==> src/rtl/controller_if.sv <==
// Instruction/control bundle between the decode stage and the datapath controller.
// The controller takes the slave view: it samples opcode/cond and drives every control strobe.
interface controller_if;
  logic [6:0] opcode;
  logic [3:0] cond;
  logic       waiting;
  logic [1:0] wb_sel;
  logic       sel_A, sel_B, sel_shift;
  logic       w_en, en_A, en_B, en_C, en_S;
  logic [2:0] ALU_op;
  logic       load_ir, load_pc, clear_pc;
  logic       load_addr, sel_addr, ram_w_en;

  modport master (
    output opcode, cond,
    input  waiting, wb_sel, sel_A, sel_B, sel_shift, w_en, en_A, en_B, en_C, en_S,
           ALU_op, load_ir, load_pc, clear_pc, load_addr, sel_addr, ram_w_en
  );

  modport slave (
    input  opcode, cond,
    output waiting, wb_sel, sel_A, sel_B, sel_shift, w_en, en_A, en_B, en_C, en_S,
           ALU_op, load_ir, load_pc, clear_pc, load_addr, sel_addr, ram_w_en
  );
endinterface

==> src/rtl/controller.sv <==
// Multi-cycle Moore control FSM: START -> FETCH -> EXECUTE -> [MEM] -> [WRITEBACK].
// All strobes decode from the state and the opcode/cond captured when FETCH exits.
module controller (
  input  logic        clk,
  input  logic        rst_n,
  controller_if.slave bus
);

  typedef enum logic [2:0] {START, FETCH, EXECUTE, MEM, WRITEBACK} state_t;

  typedef struct packed {
    logic       sel_a;
    logic       sel_b;
    logic       sel_shift;
    logic [2:0] alu_op;
    logic       is_ldr;
    logic       is_str;
    logic       is_cmp;
    logic       is_nop;
  } dec_t;

  state_t     state, state_nx;
  logic [6:0] op_q;
  logic [3:0] cond_q;
  dec_t       dec;
  logic       never;
  logic       exec_done;

  // rst_n is active-high despite its name
  always_ff @(posedge clk or posedge rst_n) begin
    if (rst_n) begin
      state  <= START;
      op_q   <= '0;
      cond_q <= '0;
    end else begin
      state <= state_nx;
      if (state == FETCH) begin
        op_q   <= bus.opcode;
        cond_q <= bus.cond;
      end
    end
  end

  always_comb begin
    dec = '0;
    unique case (op_q)
      7'b0001000: begin dec.sel_a = 1'b1; end
      7'b0001001: begin dec.sel_a = 1'b1; dec.sel_shift = 1'b1; end
      7'b0011000: begin dec.sel_a = 1'b1; dec.sel_b = 1'b1; end
      7'b1000000: ;
      7'b1000001: begin dec.sel_shift = 1'b1; end
      7'b1010000: begin dec.sel_b = 1'b1; end
      7'b0100000: begin dec.alu_op = 3'b001; end
      7'b0100001: begin dec.sel_shift = 1'b1; dec.alu_op = 3'b001; end
      7'b0110000: begin dec.sel_b = 1'b1; dec.alu_op = 3'b001; end
      7'b1100000: begin dec.alu_op = 3'b001; dec.is_cmp = 1'b1; end
      7'b1110000: begin dec.sel_b = 1'b1; dec.is_ldr = 1'b1; end
      7'b1111000: begin dec.sel_b = 1'b1; dec.is_str = 1'b1; end
      default:    begin dec.is_nop = 1'b1; end
    endcase
  end

  // Suppressed, compare and no-op instructions retire straight out of EXECUTE.
  assign never     = (cond_q == 4'b1111);
  assign exec_done = never | dec.is_cmp | dec.is_nop;

  always_comb begin
    state_nx = state;
    case (state)
      START:     state_nx = FETCH;
      FETCH:     state_nx = EXECUTE;
      EXECUTE: begin
        if (exec_done)                     state_nx = FETCH;
        else if (dec.is_ldr | dec.is_str) state_nx = MEM;
        else                               state_nx = WRITEBACK;
      end
      MEM:       state_nx = dec.is_str ? FETCH : WRITEBACK;
      WRITEBACK: state_nx = FETCH;
      default:   state_nx = START;
    endcase
  end

  always_comb begin
    bus.waiting   = 1'b0;
    bus.wb_sel    = 2'b00;
    bus.sel_A     = 1'b0;
    bus.sel_B     = 1'b0;
    bus.sel_shift = 1'b0;
    bus.w_en      = 1'b0;
    bus.en_A      = 1'b0;
    bus.en_B      = 1'b0;
    bus.en_C      = 1'b0;
    bus.en_S      = 1'b0;
    bus.ALU_op    = 3'b000;
    bus.load_ir   = 1'b0;
    bus.load_pc   = 1'b0;
    bus.clear_pc  = 1'b0;
    bus.load_addr = 1'b0;
    bus.sel_addr  = 1'b0;
    bus.ram_w_en  = 1'b0;
    case (state)
      START: begin
        bus.clear_pc = 1'b1;
        bus.waiting  = 1'b1;
      end
      FETCH: begin
        bus.load_ir = 1'b1;
        bus.waiting = 1'b1;
      end
      EXECUTE: begin
        bus.en_A      = 1'b1;
        bus.en_B      = 1'b1;
        bus.en_C      = 1'b1;
        bus.sel_A     = dec.sel_a;
        bus.sel_B     = dec.sel_b;
        bus.sel_shift = dec.sel_shift;
        bus.ALU_op    = dec.alu_op;
        bus.en_S      = dec.is_cmp & ~never;
        bus.load_pc   = exec_done;
      end
      MEM: begin
        bus.load_addr = 1'b1;
        bus.sel_addr  = 1'b1;
        bus.ram_w_en  = dec.is_str;
        bus.load_pc   = dec.is_str;
      end
      WRITEBACK: begin
        bus.w_en     = 1'b1;
        bus.load_pc  = 1'b1;
        bus.wb_sel   = dec.is_ldr ? 2'b01 : 2'b00;
        bus.sel_addr = dec.is_ldr;
      end
      default: ;
    endcase
  end

endmodule

==> src/flat_wrapper.sv <==
// flat-port wrapper written by rule: the top's interface ports become plain ports
module controller_flat 
  (clk, rst_n, bus_opcode, bus_cond, bus_waiting, bus_wb_sel, bus_sel_A, bus_sel_B, bus_sel_shift, bus_w_en, bus_en_A, bus_en_B, bus_en_C, bus_en_S, bus_ALU_op, bus_load_ir, bus_load_pc, bus_clear_pc, bus_load_addr, bus_sel_addr, bus_ram_w_en);
  controller_if bus_i ();
  input  logic clk;
  input  logic rst_n;
  input wire logic [$bits(bus_i.opcode)-1:0] bus_opcode;
  input wire logic [$bits(bus_i.cond)-1:0] bus_cond;
  output wire logic [$bits(bus_i.waiting)-1:0] bus_waiting;
  output wire logic [$bits(bus_i.wb_sel)-1:0] bus_wb_sel;
  output wire logic [$bits(bus_i.sel_A)-1:0] bus_sel_A;
  output wire logic [$bits(bus_i.sel_B)-1:0] bus_sel_B;
  output wire logic [$bits(bus_i.sel_shift)-1:0] bus_sel_shift;
  output wire logic [$bits(bus_i.w_en)-1:0] bus_w_en;
  output wire logic [$bits(bus_i.en_A)-1:0] bus_en_A;
  output wire logic [$bits(bus_i.en_B)-1:0] bus_en_B;
  output wire logic [$bits(bus_i.en_C)-1:0] bus_en_C;
  output wire logic [$bits(bus_i.en_S)-1:0] bus_en_S;
  output wire logic [$bits(bus_i.ALU_op)-1:0] bus_ALU_op;
  output wire logic [$bits(bus_i.load_ir)-1:0] bus_load_ir;
  output wire logic [$bits(bus_i.load_pc)-1:0] bus_load_pc;
  output wire logic [$bits(bus_i.clear_pc)-1:0] bus_clear_pc;
  output wire logic [$bits(bus_i.load_addr)-1:0] bus_load_addr;
  output wire logic [$bits(bus_i.sel_addr)-1:0] bus_sel_addr;
  output wire logic [$bits(bus_i.ram_w_en)-1:0] bus_ram_w_en;
  assign bus_i.opcode = bus_opcode;
  assign bus_i.cond = bus_cond;
  assign bus_waiting = bus_i.waiting;
  assign bus_wb_sel = bus_i.wb_sel;
  assign bus_sel_A = bus_i.sel_A;
  assign bus_sel_B = bus_i.sel_B;
  assign bus_sel_shift = bus_i.sel_shift;
  assign bus_w_en = bus_i.w_en;
  assign bus_en_A = bus_i.en_A;
  assign bus_en_B = bus_i.en_B;
  assign bus_en_C = bus_i.en_C;
  assign bus_en_S = bus_i.en_S;
  assign bus_ALU_op = bus_i.ALU_op;
  assign bus_load_ir = bus_i.load_ir;
  assign bus_load_pc = bus_i.load_pc;
  assign bus_clear_pc = bus_i.clear_pc;
  assign bus_load_addr = bus_i.load_addr;
  assign bus_sel_addr = bus_i.sel_addr;
  assign bus_ram_w_en = bus_i.ram_w_en;
  controller u_core (.clk(clk), .rst_n(rst_n), .bus(bus_i));
endmodule
==> config.mk <==
export PLATFORM = sky130hd
export DESIGN_NAME = controller_flat
export DESIGN_NICKNAME = d
export VERILOG_FILES = /design/src/rtl/controller_if.sv /design/src/rtl/controller.sv /design/src/flat_wrapper.sv
export SDC_FILE = /design/constraint.sdc
export NUM_CORES = 1
export LEC_CHECK = 0
export BUFFER_PORTS_ARGS = -buffer_cell sky130_fd_sc_hd__buf_2
export CAP_MARGIN = 30
export CORE_ASPECT_RATIO = 0.8
export CORE_MARGIN = 2
export CORE_UTILIZATION = 50
export CTS_BUF_LIST = sky130_fd_sc_hd__clkbuf_2
export DETAILED_ROUTE_END_ITERATION = 8
export MAX_ROUTING_LAYER = met4
export PLACE_DENSITY_LB_ADDON = 0.05
export SKIP_LAST_GASP = 1
export SYNTH_ARGS = -nofsm -noshare
export SYNTH_HDL_FRONTEND = slang
export SYNTH_SLANG_ARGS = --single-unit
==> constraint.sdc <==
create_clock -name clk -period 2 [get_ports clk]
set_input_delay 0.4 -clock clk [delete_from_list [all_inputs] [get_ports clk]]
set_output_delay 0.4 -clock clk [all_outputs]
set_load 0.005 [all_outputs]
==> impl_results.md, run 1 <==
- Worst Setup Start Kind: flop
- Max-Cap Viols: 0
- Vias in the first global route: 601
- Share of the core filled with cells: 68.38%
- Layout net count: 134
- Arrival time worst endpoint: 1.71 ns
- Maximum vdd ir drop: 0.8044 mV
- Switch Pwr: 0.5321 mW
- End of the worst register-to-register path: u_core.state[2]
- Highest-count cells in the layout ignoring fill and taps: sky130_fd_sc_hd__buf_2, sky130_fd_sc_hd__mux2_2, sky130_fd_sc_hd__dfrtp_1
- DP HPWL: between 1000 and 1500 um
- Power Internal: 0.8606 mW
- Routed wirelength normalized by instance count: 12.43 um
- Area added between synthesis and finish: 27.91%
- Clock latency reported for the late side of the worst-skew pair: between 0.2 and 0.3 ns
- Cell count after synthesis: 86
- Category of the critical setup timing path: flop to output port
- Core footprint: 1627 sq um
- Gp weighted congestion: between 0.8 and 0.9
- Cell total after placement: 131
- Clock power frac: 8.3%
- Register share of total power: a little over two fifths
- Number of diodes: 0
- Setup repair after global routing missed its margin: true
- Critical path, cell by cell: buf_12 > or3_1 > and4_2 > o21ai_1 > buf_2
- Actual transition at the worst max-transition pin: 0.5134 ns
- Number of buffers created by CTS: 3
- Path type of the worst min-delay path: input port to asynchronous set/reset pin
- Cell depth of the worst flop-to-flop path: 5
- Number of warnings issued by yosys: 0
- Critical register-to-register path startpoint: u_core.op_q[5]
- Non-filler cells in the finished layout: 141
- Number of filler instances in the final layout: 139
- Slowest library cell on the worst path: sky130_fd_sc_hd__dfrtp_2
- Post-CTS clock slew at the launch and capture registers of the worst setup and hold paths: 0.12 ns
- GRT Overall Usage: 18.24%
- Top-level I/O count: 33
- Via total after detailed routing: 738
- DRC: 0
- Clock tree from TritonCTS: done
- Share of the yosys chip area belonging to registers: 40.29%
- Fraction of synthesis flops using an asynchronous set or reset pin: 100.0%
- Global-route wire length before repair: 2670 um
- Overall die width: around 51 um
- Final clock period utilization by the worst path: 105.4%
- Number of hold-repair buffers added at the cts stage: 0
- Result of the run: finished with violations
- H-Tree Level Count: 1
- Initial standard-cell utilization of the core: 53.46%
- Global-route congestion overflow total: 0
- Final count of hold timing violations: 0
- Routed Wire Length: 1753 um
- IO buf count: 29
- Initial antenna violation count: 0
- Ratio of cells with drive above 1 in the final layout: 56.30%
- Highest clock rate: about 470 MHz
- Slowest cell delay on critical path: 0.46 ns
- Setup slack of the most critical reg-to-reg path: 0.28 ns
- Kind of capture point of the worst setup path: output port
- Largest net degree at the start of global routing: 15
- Data required time at the worst endpoint: 1.60 ns
- Static leakage: ~0.55 nW
- Slew headroom: 65.74%
- Cell at the root of the clock tree: sky130_fd_sc_hd__clkbuf_2
- Comb pwr share: 49.7%
- Power density over cell area: 1252 nW/um^2
- Total Die Area: ~2100 sq um
- First-pass iteration count of the detailed router: 5
- Failing checks: setup timing
- Post-synthesis sequential element count: 14
- Std cell rows: 13
- Hold_ws: 0.1502 ns
- Most frequent standard cell in the layout excluding fill and tap cells: sky130_fd_sc_hd__buf_2
- Switching portion of total power: 38.21%
- Vertical die dimension: 41.30 um
- Number of pins exceeding their max-slew limit in the final report: 0
- Maximum number of buffers from clock root to sink: 2
- Mean number of vias per cell: 5.234
- Number of enable flip-flop cells after synthesis: 0
- Number of distinct standard cells referenced by the synthesized netlist: 34
- Number of DRC markers in iteration 0: 14
- Post-Syn Area per Cell: 10.11 sq um
- Worst Slack Setup Final: -0.1088 ns
- Total standard cell area after synthesis: 869.6 sq um
- Clk sinks: 14
- Share of the synthesized area in the top cell type: between 40 and 50%
- Cell taking the most area after synthesis: sky130_fd_sc_hd__dfrtp_1
- Ranking of synthesized cells by area: sky130_fd_sc_hd__dfrtp_1, sky130_fd_sc_hd__mux2_2, sky130_fd_sc_hd__buf_4
- Final antenna-violating net count: 0
- Period minus WS final: 2.109 ns
- Primary flip-flop cell chosen by synthesis mapping: sky130_fd_sc_hd__dfrtp_1
- Clock Skews: 0.008078 ns
- Worst Path Max Fanout: 6
- Final setup violation count: 2
-- how the worst max path moves through the flow --
stage,start,end,depth (start not counted)
5_1_grt,u_core.op_q[5],bus_load_pc,5
4_1_cts,u_core.op_q[6],bus_load_pc,5
3_5_place_dp,u_core.op_q[5],bus_load_pc,5
3_3_place_gp,u_core.op_q[5],bus_load_pc,5
6_report,u_core.op_q[5],bus_load_pc,5
2_1_floorplan,u_core.op_q[5],bus_load_pc,5
-- cells in the mapped netlist, drive strengths merged (3+ instances only) --
cell,n
nor2b,3
o21ai,3
inv,6
mux2,11
clkbuf,3
buf,8
nand2,5
nor2,3
dfrtp,14
nor3,4
-- cells by family after synthesis --
group | after synthesis | synth area share, %
AND/OR/NAND/NOR | 28 | 19.57
buffers and inverters | 17 | 11.80
flip-flops | 14 | 40.29
AO/OA/AOI/OAI | 13 | 11.51
multiplexers | 11 | 14.24
adder cells (fa/ha/maj) | 1 | 1.151
other | 1 | 0.4312
XOR/XNOR | 1 | 1.007
-- flip-flops by register name (all words and copies together) (netlist names) --
| register | count |
|---|---|
| u_core.state | 3 |
| u_core.op_q | 7 |
| u_core.cond_q | 4 |
-- stage by stage --
| stage | power, mW | instance area [sq um] | TNS [ns] | setup slack, ns |
|---|---|---|---|---|
| after floorplan | 1.005 | 877.1 | 0 | 0.2824 |
| after global placement | 1.094 | 992.2 | 0 | 0.1376 |
| after detailed placement | 1.103 | 992.2 | 0 | 0.09381 |
| after CTS | 1.342 | 1081 | -0.1872 | -0.09680 |
| after global routing | 1.502 | 1112 | -0.5731 | -0.2076 |
| final | 1.393 | 1112 | -0.1769 | -0.1088 |
-- layer usage --
layer | GRT usage, % | wire [um] | vias up
met1 | 23.94 | 852 | 340
li1 | - | - | 365
met2 | 30.59 | 797 | 31
met4 | 6.081 | 6 | 0
met5 | - | 0 | -
met3 | 2.143 | 97 | 2
-- repair_timing --
action / in CTS / in global routing
resized for setup: 8 / 6
buffers inserted: 5 / 2
pin swaps: 1 / 4
endpoints found under the setup margin: 4 / 8
-- area by class of cell --
type                            instances  area (sq um)  area share (%)
Multi-Input combinational cell         57         459.2           41.28
Inverter                                6         22.52           2.025
Clock buffer                            3         15.01           1.350
Tap cell                               22         27.53           2.475
Timing Repair Buffer                   39         232.7           20.92
Sequential cell                        14         355.3           31.95
-- worst max-delay path: cells and delay by family, from the launching register on --
kind / cells / cell delay [ns]
and+or+nand+nor: 2 / 0.62
DFF: 1 / 0.46
buffers and inverters: 2 / 0.26
AOI/OAI and AO/OA: 1 / 0.11
-- power by group through the flow --
stage / clock network (mW) / logic [mW] / registers (mW)
after floorplan: 0 / 0.519 / 0.486
after global placement: 0 / 0.511 / 0.583
after detailed placement: 0 / 0.516 / 0.587
after CTS: 0.123 / 0.642 / 0.577
after global routing: 0.135 / 0.756 / 0.611
final: 0.116 / 0.691 / 0.585
Power figures use the tool's default switching activity.
==> run 2, diff against run 1 <==
Settings changed: RECOVER_POWER from default to 50, TNS_END_PERCENT from default to 50.
==> run 2 against run 1 <==
Against the previous run:
- the run still ends with setup timing left
- sequential cell count is the same
- cell count is 0.71% higher
- clock-buffer cell count unchanged
- critical path depth unchanged
- global-route usage fell by 0.085 points
==> impl_results.md, run 2 (synthesis gave the netlist of run 1 again) <==
- Gp weighted congestion: 0.8684 (unchanged)
- Worst Setup Start Kind: flop
- Cell at the root of the clock tree: sky130_fd_sc_hd__clkbuf_2
- Period minus WS final: 2.113 ns (+0.004407 ns)
- First-pass iteration count of the detailed router: 4 (-1)
- Actual transition at the worst max-transition pin: 0.5153 ns (+0.001939 ns)
- Clock Skews: 0.007498 ns (-0.0005802 ns)
- Maximum vdd ir drop: 0.8017 mV (-0.33%)
- Core footprint: 1627 sq um (unchanged)
- DP HPWL: 1268 um (unchanged)
- Post-CTS clock slew at the launch and capture registers of the worst setup and hold paths: 0.12 ns (about the same)
- Met2 routed WL: 791 um (-0.75%)
- Arrival time worst endpoint: 1.71 ns (about the same)
- Total Die Area: 2091 sq um (unchanged)
- Number of flip-flops in the largest register: 7 (unchanged)
- Total Power: 1.389 mW (-0.29%)
- Final antenna-violating net count: 0 (unchanged)
- Number of buffers created by CTS: 3 (unchanged)
- Vertical die dimension: 41.30 um (unchanged)
- Final clock period utilization by the worst path: 105.7% (+0.22 points)
- Share of the core filled with cells: 67.85% (-0.54 points)
- Highest clock rate: 473.2 MHz (-0.21%)
- Max-Cap Viols: 0 (unchanged)
- Setup repair after global routing missed its margin: true
- GRT Overall Usage: 18.15% (-0.085 points)
- Path type of the worst min-delay path: input port to asynchronous set/reset pin
- Std cell rows: 13 (unchanged)
- Initial antenna violation count: 0 (unchanged)
- Worst setup path startpoint: u_core.op_q[5]
- Via total after detailed routing: 742 (+0.54%)
- Data required time at the worst endpoint: 1.60 ns (about the same)
- IO buf count: 29 (unchanged)
- DRC: 0 (unchanged)
- Top-level I/O count: 33 (unchanged)
- Top routing layer used: met4
- Category of the critical setup timing path: flop to output port
- Clock tree from TritonCTS: done
- Routed Wire Length: 1752 um (about the same)
- Number of pins exceeding their max-slew limit in the final report: 0 (unchanged)
- Mean number of vias per cell: 5.225 (-0.17%)
- Most frequent standard cell in the layout excluding fill and tap cells: sky130_fd_sc_hd__buf_2
- Vias in the first global route: 602 (+0.17%)
- Ratio of cells with drive above 1 in the final layout: 52.50% (-3.8 points)
- Global-route congestion overflow total: 0 (unchanged)
- Maximum number of buffers from clock root to sink: 2 (unchanged)
- Failing checks: setup timing
- Kind of capture point of the worst setup path: output port
- Slew headroom: 65.61% (-0.13 points)
- Clk sinks: 14 (unchanged)
- Global-route wire length before repair: 2656 um (-0.52%)
- Number of DRC markers in iteration 0: 11 (-3)
- Wire length the detailed router placed on met1: 844 um (-0.94%)
- Largest net degree at the start of global routing: 15 (unchanged)
- Worst Slack Setup Final: -0.1132 ns (-0.004407 ns)
- Met3 WL post-DR: 100 um (+3.1%)
- H-Tree Level Count: 1 (unchanged)
- Registers with the most flip-flops: u_core.op_q x7, u_core.cond_q x4, u_core.state x3
- Highest-count cells in the layout ignoring fill and taps: sky130_fd_sc_hd__buf_2, sky130_fd_sc_hd__mux2_2, sky130_fd_sc_hd__dfrtp_1
- Result of the run: finished with violations
- Final count of hold timing violations: 0 (unchanged)
- Initial standard-cell utilization of the core: 53.46% (unchanged)
- Register with the most flip-flops: u_core.op_q
- Routed wirelength normalized by instance count: 12.34 um (-0.76%)
- Critical register-to-register path startpoint: u_core.state[1]
- Final setup violation count: 2 (unchanged)
- Area added between synthesis and finish: 26.91%
- Layout net count: 135 (+0.75%)
- Clock latency reported for the late side of the worst-skew pair: 0.26 ns (about the same)
- Power density over cell area: 1258 nW/um^2 (+0.50%)
- Overall die width: 50.63 um (unchanged)
- Number of hold-repair buffers added at the cts stage: 0 (unchanged)
- Number of diodes: 0 (unchanged)
- Static leakage: 0.5442 nW (-0.40%)
- Worst Path Max Fanout: 4 (-2)
==> run 2: changes by cell type in the layout (fill, tap and decap cells not counted) <==
cell and change:
sky130_fd_sc_hd__clkbuf_1 +2, sky130_fd_sc_hd__and2_0 +1, sky130_fd_sc_hd__and2_1 -1, sky130_fd_sc_hd__buf_2 -1, sky130_fd_sc_hd__buf_4 -1, sky130_fd_sc_hd__clkbuf_2 +1, sky130_fd_sc_hd__inv_1 +1, sky130_fd_sc_hd__inv_2 -1
sky130_fd_sc_hd__nand2_1 +1, sky130_fd_sc_hd__nand2_2 -1, sky130_fd_sc_hd__nor4_1 +1, sky130_fd_sc_hd__nor4_2 -1
==> run 2: worst paths after layout <==
path	endpoint	slack (ns)	cells past startpoint
setup / recovery	bus_load_pc	-0.11	5
hold / removal	u_core.cond_q[1]	0.15	2
setup reg to reg	u_core.op_q[2]	0.13	5
min in group clk	u_core.op_q[3]	0.35	3
max in group asynchronous	u_core.op_q[4]	1.47	2
hold reg to reg	u_core.cond_q[1]	0.53	1
==> run 2: layout make-up <==
cell class                 count  area (sq um)
fill                         147         523.0
multi-input combinational     57         450.4
sequential                    14         355.3
timing repair buffer          40         232.7
tap                           22         27.53
inverter                       6         22.52
clock buffer                   3         15.01
==> run 2: power by group <==
group	internal, mW	switching (mW)
Clock	0.0409	0.0765
Combinational	0.407	0.290
Sequential	0.415	0.160
==> run 2: metrics by stage <==
stage / TNS [ns] / hold slack, ns / instances / setup WS, ns / cell area (sq um)
floorplan: 0 / 0.2892 / 88 / 0.2824 / 877.1
global placement: 0 / 0.4532 / 131 / 0.1376 / 992.2
detailed placement: 0 / 0.4545 / 131 / 0.09381 / 992.2
CTS: -0.2445 / 0.1546 / 139 / -0.09680 / 1072
global route: -0.9008 / 0.1650 / 142 / -0.2102 / 1104
finish: -0.1916 / 0.1477 / 142 / -0.1132 / 1104
==> run 2: metal layers <==
metal | GRT usage [%] | up-vias
met3 | 2.143 | 4
met2 | 30.59 | 34
li1 | - | 365
met4 | 6.081 | 0
met1 | 23.71 | 339
met5 | - | -
==> run 2: what timing repair did <==
item	CTS	global route
setup buffers	5	3
resized for setup	6	5
pin swaps	1	4
setup endpoints to repair	4	8
==> run 2: critical path, stage by stage, from the launching register on <==
cell and delay, ns:
sky130_fd_sc_hd__dfrtp_2 0.46, sky130_fd_sc_hd__and4bb_4 0.23, sky130_fd_sc_hd__a222oi_1 0.30, sky130_fd_sc_hd__and4_2 0.28, sky130_fd_sc_hd__o21ai_1 0.06, sky130_fd_sc_hd__buf_2 0.12
==> run 3, diff against run 2 <==
Settings changed: PLACE_DENSITY from default to 0.78, PLACE_DENSITY_LB_ADDON 0.05 to default.
==> run 3 against run 2 <==
Against the previous run:
- the flow still finishes with violations (setup timing)
- fmax up 2.8%
- clock skew down 0.0016 ns
- design area decreased by 2.6%
- non-clock buffer count decreased by 1
- utilization is 1.8 points lower
- die area unchanged
- sequential share of layout area increased by 0.86 points
- cell count shrank 0.70%
- via count grew 2.3%
- worst hold slack worse by 0.0044 ns
- clock power hardly changed
- critical path type unchanged
- critical endpoint unchanged
- highest routed layer unchanged
==> impl_results.md, run 3 (synthesis gave the netlist of run 1 again) <==
- Clock Skews: 0.005851 ns (-0.001647 ns)
- Area added between synthesis and finish: 23.60%
- Number of diodes: 0 (unchanged)
- Maximum vdd ir drop: 0.7470 mV (-6.8%)
- Critical register-to-register path startpoint: u_core.state[1]
- DP HPWL: 1334 um (+5.1%)
- Initial antenna violation count: 0 (unchanged)
- Via total after detailed routing: 759 (+2.3%)
- Routed wirelength normalized by instance count: 12.89 um (+4.5%)
- Largest net degree at the start of global routing: 15 (unchanged)
- Top routing layer used: met4
- Data required time at the worst endpoint: 1.60 ns (about the same)
- Max-Cap Viols: 0 (unchanged)
- Setup repair after global routing missed its margin: true
- Final instance area: 1075 sq um (-2.6%)
- Path type of the worst min-delay path: input port to asynchronous set/reset pin
- First-pass iteration count of the detailed router: 4 (unchanged)
- Global-route wire length before repair: 3036 um (+14%)
- Cell at the root of the clock tree: sky130_fd_sc_hd__clkbuf_2
- Number of pins exceeding their max-slew limit in the final report: 0 (unchanged)
- Post-CTS clock slew at the launch and capture registers of the worst setup and hold paths: 0.12 ns (about the same)
- Overall die width: 50.63 um (unchanged)
- Non-filler cells in the finished layout: 141 (-0.70%)
- Final setup violation count: 1 (-1)
- Cell total after placement: 131 (unchanged)
- Kind of capture point of the worst setup path: output port
- Vias in the first global route: 657 (+9.1%)
- Std cell rows: 13 (unchanged)
- Period minus WS final: 2.055 ns (-0.05815 ns)
- Met2 routed WL: 851 um (+7.6%)
- Actual transition at the worst max-transition pin: 0.5103 ns (-0.005059 ns)
- Hold_ws: 0.1434 ns (-0.004361 ns)
- Routed Wire Length: 1818 um (+3.8%)
- Most frequent standard cell in the layout excluding fill and tap cells: sky130_fd_sc_hd__buf_2
- Result of the run: finished with violations
- Top-level I/O count: 33 (unchanged)
- Number of filler instances in the final layout: 140 (-4.8%)
- Power density over cell area: 1246 nW/um^2 (-1.0%)
- Maximum number of buffers from clock root to sink: 2 (unchanged)
- Worst setup path startpoint: u_core.op_q[0]
- GRT Overall Usage: 21.26% (+3.1 points)
- IO buf count: 29 (unchanged)
- Clk sinks: 14 (unchanged)
- Slew headroom: 65.94% (+0.34 points)
- Category of the critical setup timing path: flop to output port
- Number of buffers created by CTS: 3 (unchanged)
- Met3 WL post-DR: 147 um (+47%)
- Number of DRC markers in iteration 0: 8 (-3)
- Final count of hold timing violations: 0 (unchanged)
- Clock latency reported for the late side of the worst-skew pair: 0.26 ns (about the same)
- Placement Cell Area: 992.2 sq um (unchanged)
- Registers with the most flip-flops: u_core.op_q x7, u_core.cond_q x4, u_core.state x3
- Highest clock rate: 486.6 MHz (+2.8%)
- Final clock period utilization by the worst path: 102.8% (-2.9 points)
- Global-route congestion overflow total: 0 (unchanged)
- Vertical die dimension: 41.30 um (unchanged)
- DRC: 0 (unchanged)
- Clock tree from TritonCTS: done
- Worst Path Max Fanout: 8 (+4)
- Core footprint: 1627 sq um (unchanged)
- H-Tree Level Count: 1 (unchanged)
- Gp weighted congestion: 0.9148 (+5.3%)
- Arrival time worst endpoint: 1.66 ns (-0.05 ns)
- Worst Setup Start Kind: flop
- Layout net count: 134 (-0.74%)
- Failing checks: setup timing
- Minimum setup slack after placement: 0.08720 ns (-0.006600 ns)
- Wire length the detailed router placed on met1: 798 um (-5.5%)
- Total Die Area: 2091 sq um (unchanged)
- Register with the most flip-flops: u_core.op_q
- Static leakage: 0.5337 nW (-1.9%)
- Initial standard-cell utilization of the core: 53.46% (unchanged)
- Ratio of cells with drive above 1 in the final layout: 50.42% (-2.1 points)
- Worst Slack Setup Final: -0.05510 ns (+0.05815 ns)
- Number of flip-flops in the largest register: 7 (unchanged)
- Highest-count cells in the layout ignoring fill and taps: sky130_fd_sc_hd__buf_2, sky130_fd_sc_hd__mux2_2, sky130_fd_sc_hd__dfrtp_1
- Mean number of vias per cell: 5.383 (+3.0%)
- Final antenna-violating net count: 0 (unchanged)
-- run 3: through the flow --
| step | total power [mW] | setup TNS (ns) | util, % |
|---|---|---|---|
| after global placement | 1.078 | 0 | 61.00 |
| after floorplan | 1.005 | 0 | - |
| final | 1.339 | -0.05510 | 66.08 |
| after CTS | 1.313 | -0.1367 | 65.23 |
| after global routing | 1.455 | -1.019 | 66.08 |
| after detailed placement | 1.105 | 0 | 61.00 |
-- run 3: what timing repair did --
item	in CTS	in global routing
setup endpoints to repair	5	8
pin swaps	1	0
endpoints found under the hold margin	0	0
hold buffers	0	0
setup buffers	7	0
resized for setup	4	6
-- run 3: layout make-up --
cell class | instances | area, sq um | share of cell area (%)
clock buffers | 3 | 15.01 | 1.397
repair buffers | 39 | 212.7 | 19.79
flip-flops and latches | 14 | 355.3 | 33.06
well taps | 22 | 27.53 | 2.561
inverters | 6 | 22.52 | 2.095
multi-input cells | 57 | 441.7 | 41.09
-- run 3: power breakdown --
group	internal (mW)	total [mW]	leakage, nW	switching, mW
Combinational	0.362	0.645	0.359	0.282
Clock	0.0409	0.118	0.0125	0.0772
Sequential	0.415	0.576	0.162	0.161
Total	0.818	1.34	0.534	0.521
-- run 3: worst paths after layout --
kind / to / slack, ns / cells after the start
max in group asynchronous: u_core.op_q[6] / 1.48 / 2
max: bus_load_pc / -0.06 / 5
min in group clk: u_core.op_q[3] / 0.33 / 3
min: u_core.cond_q[3] / 0.14 / 2
max reg2reg: u_core.op_q[0] / 0.18 / 5
min reg2reg: u_core.cond_q[0] / 0.53 / 1
-- run 3: worst max-delay path, cell delays in order, from the launching register on --
cell	delay, ns
sky130_fd_sc_hd__dfrtp_1	0.49
sky130_fd_sc_hd__nor2b_1	0.23
sky130_fd_sc_hd__nand2_1	0.19
sky130_fd_sc_hd__o31a_1	0.31
sky130_fd_sc_hd__o21ai_1	0.06
sky130_fd_sc_hd__buf_2	0.12
-- run 3: metal layers --
layer / track usage [%] / vias up
met2: 34.54 / 34
met1: 26.80 / 355
li1: - / 366
met4: 10.14 / 0
met5: - / -
met3: 3.929 / 4
